[src/rtl/nl_scheduler.sv]
// nl_scheduler: front-end controller for the NonLinear unit.
// Queues predict / new-landmark / update requests, launches them one at a
// time with latched operands, matches the completion against the request in
// flight and returns registered results with a per-kind acknowledge.
// Optional feature macro: NL_SCHED_TIMEOUT_EN adds a WAIT-state watchdog.
// Kind encoding everywhere is one-hot {update, newlm, predict}.
module nl_scheduler #(
  parameter int DW      = 32,
  parameter int TMO_W   = 16,
  parameter int TMO_CYC = 1000
) (
  input  logic          clk,
  input  logic          sys_rst,
  input  logic          req_predict,
  input  logic          req_newlm,
  input  logic          req_update,
  input  logic [DW-1:0] xk_i,
  input  logic [DW-1:0] yk_i,
  input  logic [DW-1:0] lkx_i,
  input  logic [DW-1:0] lky_i,
  input  logic [DW-1:0] xita_i,
  output logic          init_predict,
  output logic          init_newlm,
  output logic          init_update,
  output logic [DW-1:0] xk,
  output logic [DW-1:0] yk,
  output logic [DW-1:0] lkx,
  output logic [DW-1:0] lky,
  output logic [DW-1:0] xita,
  input  logic          done_predict,
  input  logic          done_newlm,
  input  logic          done_update,
  input  logic [DW-1:0] result_0,
  input  logic [DW-1:0] result_1,
  input  logic [DW-1:0] result_2,
  input  logic [DW-1:0] result_3,
  input  logic [DW-1:0] result_4,
  input  logic [DW-1:0] result_5,
  output logic          ack_predict,
  output logic          ack_newlm,
  output logic          ack_update,
  output logic [DW-1:0] res_0,
  output logic [DW-1:0] res_1,
  output logic [DW-1:0] res_2,
  output logic [DW-1:0] res_3,
  output logic [DW-1:0] res_4,
  output logic [DW-1:0] res_5,
  output logic          ack_err,
  output logic          busy,
  output logic [2:0]    pending,
  output logic [2:0]    err,
  input  logic          err_clr
);

  typedef enum logic [1:0] {IDLE, ISSUE, WAIT, RESP} state_t;

  state_t     state_r;
  logic [2:0] sel_r;
  logic [2:0] req_s;
  logic [2:0] done_s;
  logic [2:0] clr_s;
  logic [2:0] pick_s;
  logic       done_sel_s;
  logic       spur_s;
  logic       ovf_s;
  logic       tmo_s;

`ifdef NL_SCHED_TIMEOUT_EN
  localparam logic [TMO_W-1:0] TMO_LAST_C = TMO_W'(TMO_CYC - 1);
  logic [TMO_W-1:0] tmo_cnt_r;
`endif

  // Decode requests, completions, priority pick and error events.
  always_comb begin
    req_s      = {req_update, req_newlm, req_predict};
    done_s     = {done_update, done_newlm, done_predict};
    clr_s      = (state_r == RESP) ? sel_r : 3'b000;
    // A request coinciding with its own RESP clear is queued, not dropped.
    ovf_s      = |(req_s & pending & ~clr_s);
    done_sel_s = (state_r == WAIT) && (|(done_s & sel_r));
    if (pending[0]) begin
      pick_s = 3'b001;
    end else if (pending[2]) begin
      pick_s = 3'b100;
    end else if (pending[1]) begin
      pick_s = 3'b010;
    end else begin
      pick_s = 3'b000;
    end
    case (state_r)
      IDLE:    spur_s = |done_s;
      ISSUE:   spur_s = |done_s;
      WAIT:    spur_s = |(done_s & ~sel_r);
      RESP:    spur_s = 1'b0;
      default: spur_s = 1'b0;
    endcase
`ifdef NL_SCHED_TIMEOUT_EN
    // Timeout fires on the last WAIT cycle of the budget; a done there wins.
    tmo_s = (state_r == WAIT) && !done_sel_s && (tmo_cnt_r == TMO_LAST_C);
`else
    tmo_s = 1'b0;
`endif
  end

  // Request queue: one flag per kind, set on request, cleared on its RESP.
  always_ff @(posedge clk) begin
    if (sys_rst) begin
      pending <= 3'b000;
    end else begin
      pending <= (pending & ~clr_s) | req_s;
    end
  end

  // Sticky error flags; a new event in the clear cycle survives the clear.
  always_ff @(posedge clk) begin
    if (sys_rst) begin
      err <= 3'b000;
    end else begin
      err <= (err_clr ? 3'b000 : err) | {ovf_s, spur_s, tmo_s};
    end
  end

  // Launch/wait/respond FSM with registered launch, ack and result outputs.
  always_ff @(posedge clk) begin
    if (sys_rst) begin
      state_r <= IDLE;
      sel_r   <= 3'b000;
      {init_update, init_newlm, init_predict} <= 3'b000;
      {ack_update, ack_newlm, ack_predict}    <= 3'b000;
      ack_err <= 1'b0;
      busy    <= 1'b0;
      xk      <= {DW{1'b0}};
      yk      <= {DW{1'b0}};
      lkx     <= {DW{1'b0}};
      lky     <= {DW{1'b0}};
      xita    <= {DW{1'b0}};
      res_0   <= {DW{1'b0}};
      res_1   <= {DW{1'b0}};
      res_2   <= {DW{1'b0}};
      res_3   <= {DW{1'b0}};
      res_4   <= {DW{1'b0}};
      res_5   <= {DW{1'b0}};
`ifdef NL_SCHED_TIMEOUT_EN
      tmo_cnt_r <= {TMO_W{1'b0}};
`endif
    end else begin
      {init_update, init_newlm, init_predict} <= 3'b000;
      {ack_update, ack_newlm, ack_predict}    <= 3'b000;
      ack_err <= 1'b0;
      case (state_r)
        IDLE: begin
          if (|pending) begin
            sel_r <= pick_s;
            xk    <= xk_i;
            yk    <= yk_i;
            lkx   <= lkx_i;
            lky   <= lky_i;
            xita  <= xita_i;
            {init_update, init_newlm, init_predict} <= pick_s;
            busy    <= 1'b1;
            state_r <= ISSUE;
          end else begin
            state_r <= IDLE;
          end
        end
        ISSUE: begin
`ifdef NL_SCHED_TIMEOUT_EN
          tmo_cnt_r <= {TMO_W{1'b0}};
`endif
          state_r <= WAIT;
        end
        WAIT: begin
          if (done_sel_s) begin
            res_0 <= result_0;
            res_1 <= result_1;
            res_2 <= result_2;
            res_3 <= result_3;
            res_4 <= result_4;
            res_5 <= result_5;
            {ack_update, ack_newlm, ack_predict} <= sel_r;
            state_r <= RESP;
          end else if (tmo_s) begin
            {ack_update, ack_newlm, ack_predict} <= sel_r;
            ack_err <= 1'b1;
            state_r <= RESP;
          end else begin
`ifdef NL_SCHED_TIMEOUT_EN
            tmo_cnt_r <= tmo_cnt_r + TMO_W'(1);
`endif
            state_r <= WAIT;
          end
        end
        RESP: begin
          busy    <= 1'b0;
          state_r <= IDLE;
        end
        default: begin
          busy    <= 1'b0;
          state_r <= IDLE;
        end
      endcase
    end
  end

endmodule

[config.mk]
export PLATFORM = sky130hd
export DESIGN_NAME = nl_scheduler
export DESIGN_NICKNAME = d
export VERILOG_FILES = /design/src/rtl/nl_scheduler.sv
export SDC_FILE = /design/constraint.sdc
export NUM_CORES = 1
export LEC_CHECK = 0
export CORE_AREA = 2 2 279 281
export CTS_BUF_LIST = sky130_fd_sc_hd__clkbuf_2 sky130_fd_sc_hd__clkbuf_4 sky130_fd_sc_hd__clkbuf_8
export CTS_CLUSTER_SIZE = 12
export DETAILED_ROUTE_END_ITERATION = 12
export DIE_AREA = 0 0 281 283
export SLEW_MARGIN = 0
export SYNTH_ARGS = -nofsm -noshare
export SYNTH_HDL_FRONTEND = slang
export SYNTH_SLANG_ARGS = --single-unit
[constraint.sdc]
create_clock -name clk -period 3.4 [get_ports clk]
set_input_delay 0.51 -clock clk [delete_from_list [all_inputs] [get_ports clk]]
set_output_delay 0.51 -clock clk [all_outputs]
set_load 0.02 [all_outputs]
==> impl.org <==
** Clock tree
- Clock input transition at the sequential cells of the worst setup and hold paths :: 60 ps
- The tree built by TritonCTS fans out to 369 sinks.
- The H-tree was split into 3 levels.
- Number of buffers on the longest clock path :: 3
- The number of setup buffers added after CTS is 0.
- For this design, the CTS-stage hold fixing added 0 buffers.
- Clock buffer count from CTS :: 72
- Clk root buf :: sky130_fd_sc_hd__clkbuf_8
- # resized after CTS :: 0
- Clock insertion delay at the later pin of the skew report :: 620 ps
- TritonCTS built the clock tree.

** Logic synthesis
- After synthesis, flip-flops and latches occupy 53.2% of the total area.
- Dominant cells by area after synthesis :: sky130_fd_sc_hd__dfxtp_1 53%, sky130_fd_sc_hd__a21oi_1 13%, sky130_fd_sc_hd__nand3b_1 10%
- Number of synthesized register bits :: 369
- Area share of the largest cell type after synthesis :: 53.2%
- Among all flip-flop cells after synthesis, the most frequent one is sky130_fd_sc_hd__dfxtp_1.
- After synthesis, the share of flip-flops with an asynchronous set or reset is 0%.
- Post-synthesis cell area :: 0.0139 mm^2
- The synthesized design contains 0 enable-type register cells.
- Cell with the most instances after synthesis :: sky130_fd_sc_hd__dfxtp_1
- Sorting the synthesized cells by how often they occur yields 369 x sky130_fd_sc_hd__dfxtp_1, 357 x sky130_fd_sc_hd__a21oi_1, 327 x sky130_fd_sc_hd__nand2_1.
- Number of distinct library cells after synthesis :: 31
- Synthesis produced a netlist whose cell count is 1,648.
- The biggest area contributor in the post-synthesis netlist is sky130_fd_sc_hd__dfxtp_1.
- Mean instance size in the synthesized netlist :: 8.43 um^2
- Yosys warns :: 0

** Setup path
- Required time reported for the critical path endpoint :: 2890 ps
- The worst setup path is captured at an output pin.
- Crit-path slowest cell :: sky130_fd_sc_hd__clkdlybuf4s50_1
- STA puts the critical path data arrival time at 1910 ps.
- Cell family with the largest share of critical-path delay :: buffers and inverters
- The setup path with the least slack is of type flop to output pin.
- The worst setup path is launched from a flop.
- Peak per-stage delay on the critical path :: 760 ps
- Counting both buffers and inverters, the worst setup path holds a total of 1.
- Worst path cell trace :: clkdlybuf4s50_1
- Of all nets on the critical path, the largest fanout is 9.

** GRT
- Global router's overall resource usage :: 13.7%
- The total overflow left after global routing is 0.
- Via count of the first global-routing pass :: 13,600
- Pin count of the biggest net entering global routing :: 126
- Global-route wire length before repair :: 84.3 mm
- The number of antenna violations at the first check in global routing is 7.

** Drt
- Met3 Wirelength :: 6.41 mm
- Total met2 wirelength after detailed routing :: 28.1 mm
- Total iterations of the first detailed-routing run :: 7
- In the routed layout, each cell is associated on average with a via count of 4.15.
- Number of DRC markers in iteration 0 :: 570
- After detailed routing, no signal wire sits above met5.
- The routed design has 57.5 mm of wire.
- In the final routed layout, each cell accounts on average for 16.8 um.
- Summing over every cut layer, the via total after detailed routing is 14,200.
- Post-detailed-route count of antenna-violating nets :: 0
- Routed metal-1 wirelength :: 21.6 mm
- Remaining DRCs :: 0

** Floorplan
- Core Area :: 0.0767 mm^2
- Die span in x :: 281 um
- Vert. Die Dim :: 283 um
- Die area :: 0.0795 mm^2
- 727 I/O pins were placed.
- After floorplanning, the core was divided into 102 placement rows.
- Starting Density :: 18.1%

** Placement
- Final RePlAce weighted congestion :: 0.770
- Port buffering added 724 buffers.
- Summed over all nets, the half-perimeter wirelength after detailed placement is 39.9 mm.

** Run
- Maximum Capacitance Violations :: 0

** STA
- Timing would allow up to 413 MHz.
- Clk_skew :: 23.0 ps
- Final Max Slew Viols :: 0
- Final setup vio count :: 0
- Final hold vios :: 0
- Final worst path period need :: 2420 ps
- In this run the tightest slew margin relative to its limit is 43.9%.
- For the final routed database, the setup TNS stands at 0 ps.
- Setup repair after global routing left no endpoint under its margin.
- After layout, the worst path uses 71.3% of the clock period.
- Transition time of the tightest slew-check pin :: 841 ps

** Power and ir drop
- IR Drop Worst-Case VDD :: 0.351 mV
- Pint :: 8.64 mW
- Total power of the final layout :: 12.4 mW
- Leakage power figure :: 8.04 nW
- Dividing total power by cell area gives a power density of 524 mW/mm^2.
- Switching portion of total power :: 30.3%
- Per report_power, the clock group accounts for 38.2% of the total.
- Sequential share of power :: 38.6%
- Power share of the combinational group :: 23.2%
- The analysis attributes to net switching a power of 3.77 mW.

** Cells and area
- Compared with the post-synthesis result, the final layout area differs by 70.3%.
- Layout cells sized above 1 :: 6.98%
- Layout filler cell count :: 8,151
- Number of nets at the end of the flow :: 2,680
- Core utilization of the finished layout :: 30.9%

** Status
- Result of the run :: complete, no violations

** Min path
- Hold WC Path Type :: primary input to flop
-- sequential cells by signal, indices dropped and copies added, names as in the netlist, 32 cells and up --
| signal | cells |
|---|---|
| res_0 | 32 |
| res_2 | 32 |
| lky | 32 |
| lkx | 32 |
| res_3 | 32 |
| xita | 32 |
| res_1 | 32 |
| yk | 32 |
| xk | 32 |
| res_4 | 32 |
| res_5 | 32 |
-- metrics by stage --
stage / instances / hold WS [ps] / setup slack [ps] / area [um^2]
after CTS: 3404 / 199 / 896 / 23600
after global routing: 3410 / 232 / 831 / 23700
after global placement: 3282 / 441 / 756 / 22100
after detailed placement: 3282 / 446 / 747 / 22100
after floorplan: 1649 / 452 / 1800 / 13900
final: 3413 / 262 / 977 / 23700
-- metal layers --
layer  vias to the layer above  track usage (%)
met5                         -                0
met3                        87             6.37
met2                       548             23.4
met4                         2             5.82
li1                       6991                -
met1                      6545             14.4
-- final timing paths --
path	end	cells after the start	slack, ps	from
worst max-delay path	pending[2]	1	980	pending[2]
worst min-delay path	res_0[19]	2	260	sys_rst
worst max register to register	res_1[26]	6	1050	state_r[0]
worst min register to register	lky[16]	2	450	lky[16]
-- cell families after synthesis --
kind of cell / synth area share [%]
AO/OA/AOI/OAI: 20.5
adder cells (fa/ha/maj): 0.270
other: 0.0270
AND/OR/NAND/NOR: 19.9
flip-flops: 53.2
buffers and inverters: 6.11
-- layout make-up --
| cell class | instances | area, um^2 | share of cell area (%) |
|---|---|---|---|
| Tap cell | 1040 | 1300 | 5.50 |
| Clock buffer | 106 | 1340 | 5.66 |
| Antenna cell | 9 | 22.5 | 0.0952 |
| Timing Repair Buffer | 760 | 7710 | 32.6 |
| Sequential cell | 369 | 7390 | 31.2 |
| Inverter | 9 | 38.8 | 0.164 |
| Multi-Input combinational cell | 1104 | 5690 | 24.1 |
| Clock inverter | 16 | 171 | 0.724 |
-- power groups by stage --
stage | registers [mW] | logic [mW] | clock network, mW
floorplan | 5.22 | 1.12 | 0
global placement | 4.87 | 2.93 | 0
detailed placement | 4.88 | 2.92 | 0
CTS | 4.79 | 2.93 | 4.95
global route | 4.83 | 3.12 | 5.14
finish | 4.79 | 2.88 | 4.74
-- layout by cell type, fill, tap and decap left out --
cell / n
sky130_fd_sc_hd__o21ai_0: 89
sky130_fd_sc_hd__nor3_1: 4
sky130_fd_sc_hd__nand3b_1: 192
sky130_fd_sc_hd__o31a_2: 1
sky130_fd_sc_hd__ha_1: 2
sky130_fd_sc_hd__o31ai_4: 1
sky130_fd_sc_hd__inv_1: 8
sky130_fd_sc_hd__clkinv_2: 7
sky130_fd_sc_hd__diode_2: 9
sky130_fd_sc_hd__bufinv_16: 3
sky130_fd_sc_hd__inv_6: 2
sky130_fd_sc_hd__a222oi_1: 2
sky130_fd_sc_hd__a21oi_1: 357
sky130_fd_sc_hd__nor2_1: 5
sky130_fd_sc_hd__dfxtp_1: 369
sky130_fd_sc_hd__and3_1: 1
sky130_fd_sc_hd__a22oi_1: 1
sky130_fd_sc_hd__nand3_1: 2
sky130_fd_sc_hd__clkbuf_8: 87
sky130_fd_sc_hd__buf_8: 1
sky130_fd_sc_hd__o21ai_1: 105
sky130_fd_sc_hd__a31o_2: 2
sky130_fd_sc_hd__or3_1: 2
sky130_fd_sc_hd__buf_4: 21
sky130_fd_sc_hd__clkbuf_4: 19
sky130_fd_sc_hd__and4_1: 1
sky130_fd_sc_hd__a31oi_1: 1
sky130_fd_sc_hd__ha_4: 1
sky130_fd_sc_hd__nand2_1: 327
sky130_fd_sc_hd__a32oi_1: 2
sky130_fd_sc_hd__conb_1: 2
sky130_fd_sc_hd__nor4b_1: 2
sky130_fd_sc_hd__buf_12: 15
sky130_fd_sc_hd__nor2b_1: 1
sky130_fd_sc_hd__clkdlybuf4s50_1: 723
sky130_fd_sc_hd__o31ai_1: 1
sky130_fd_sc_hd__clkinvlp_4: 5
Power figures use the tool's default switching activity.
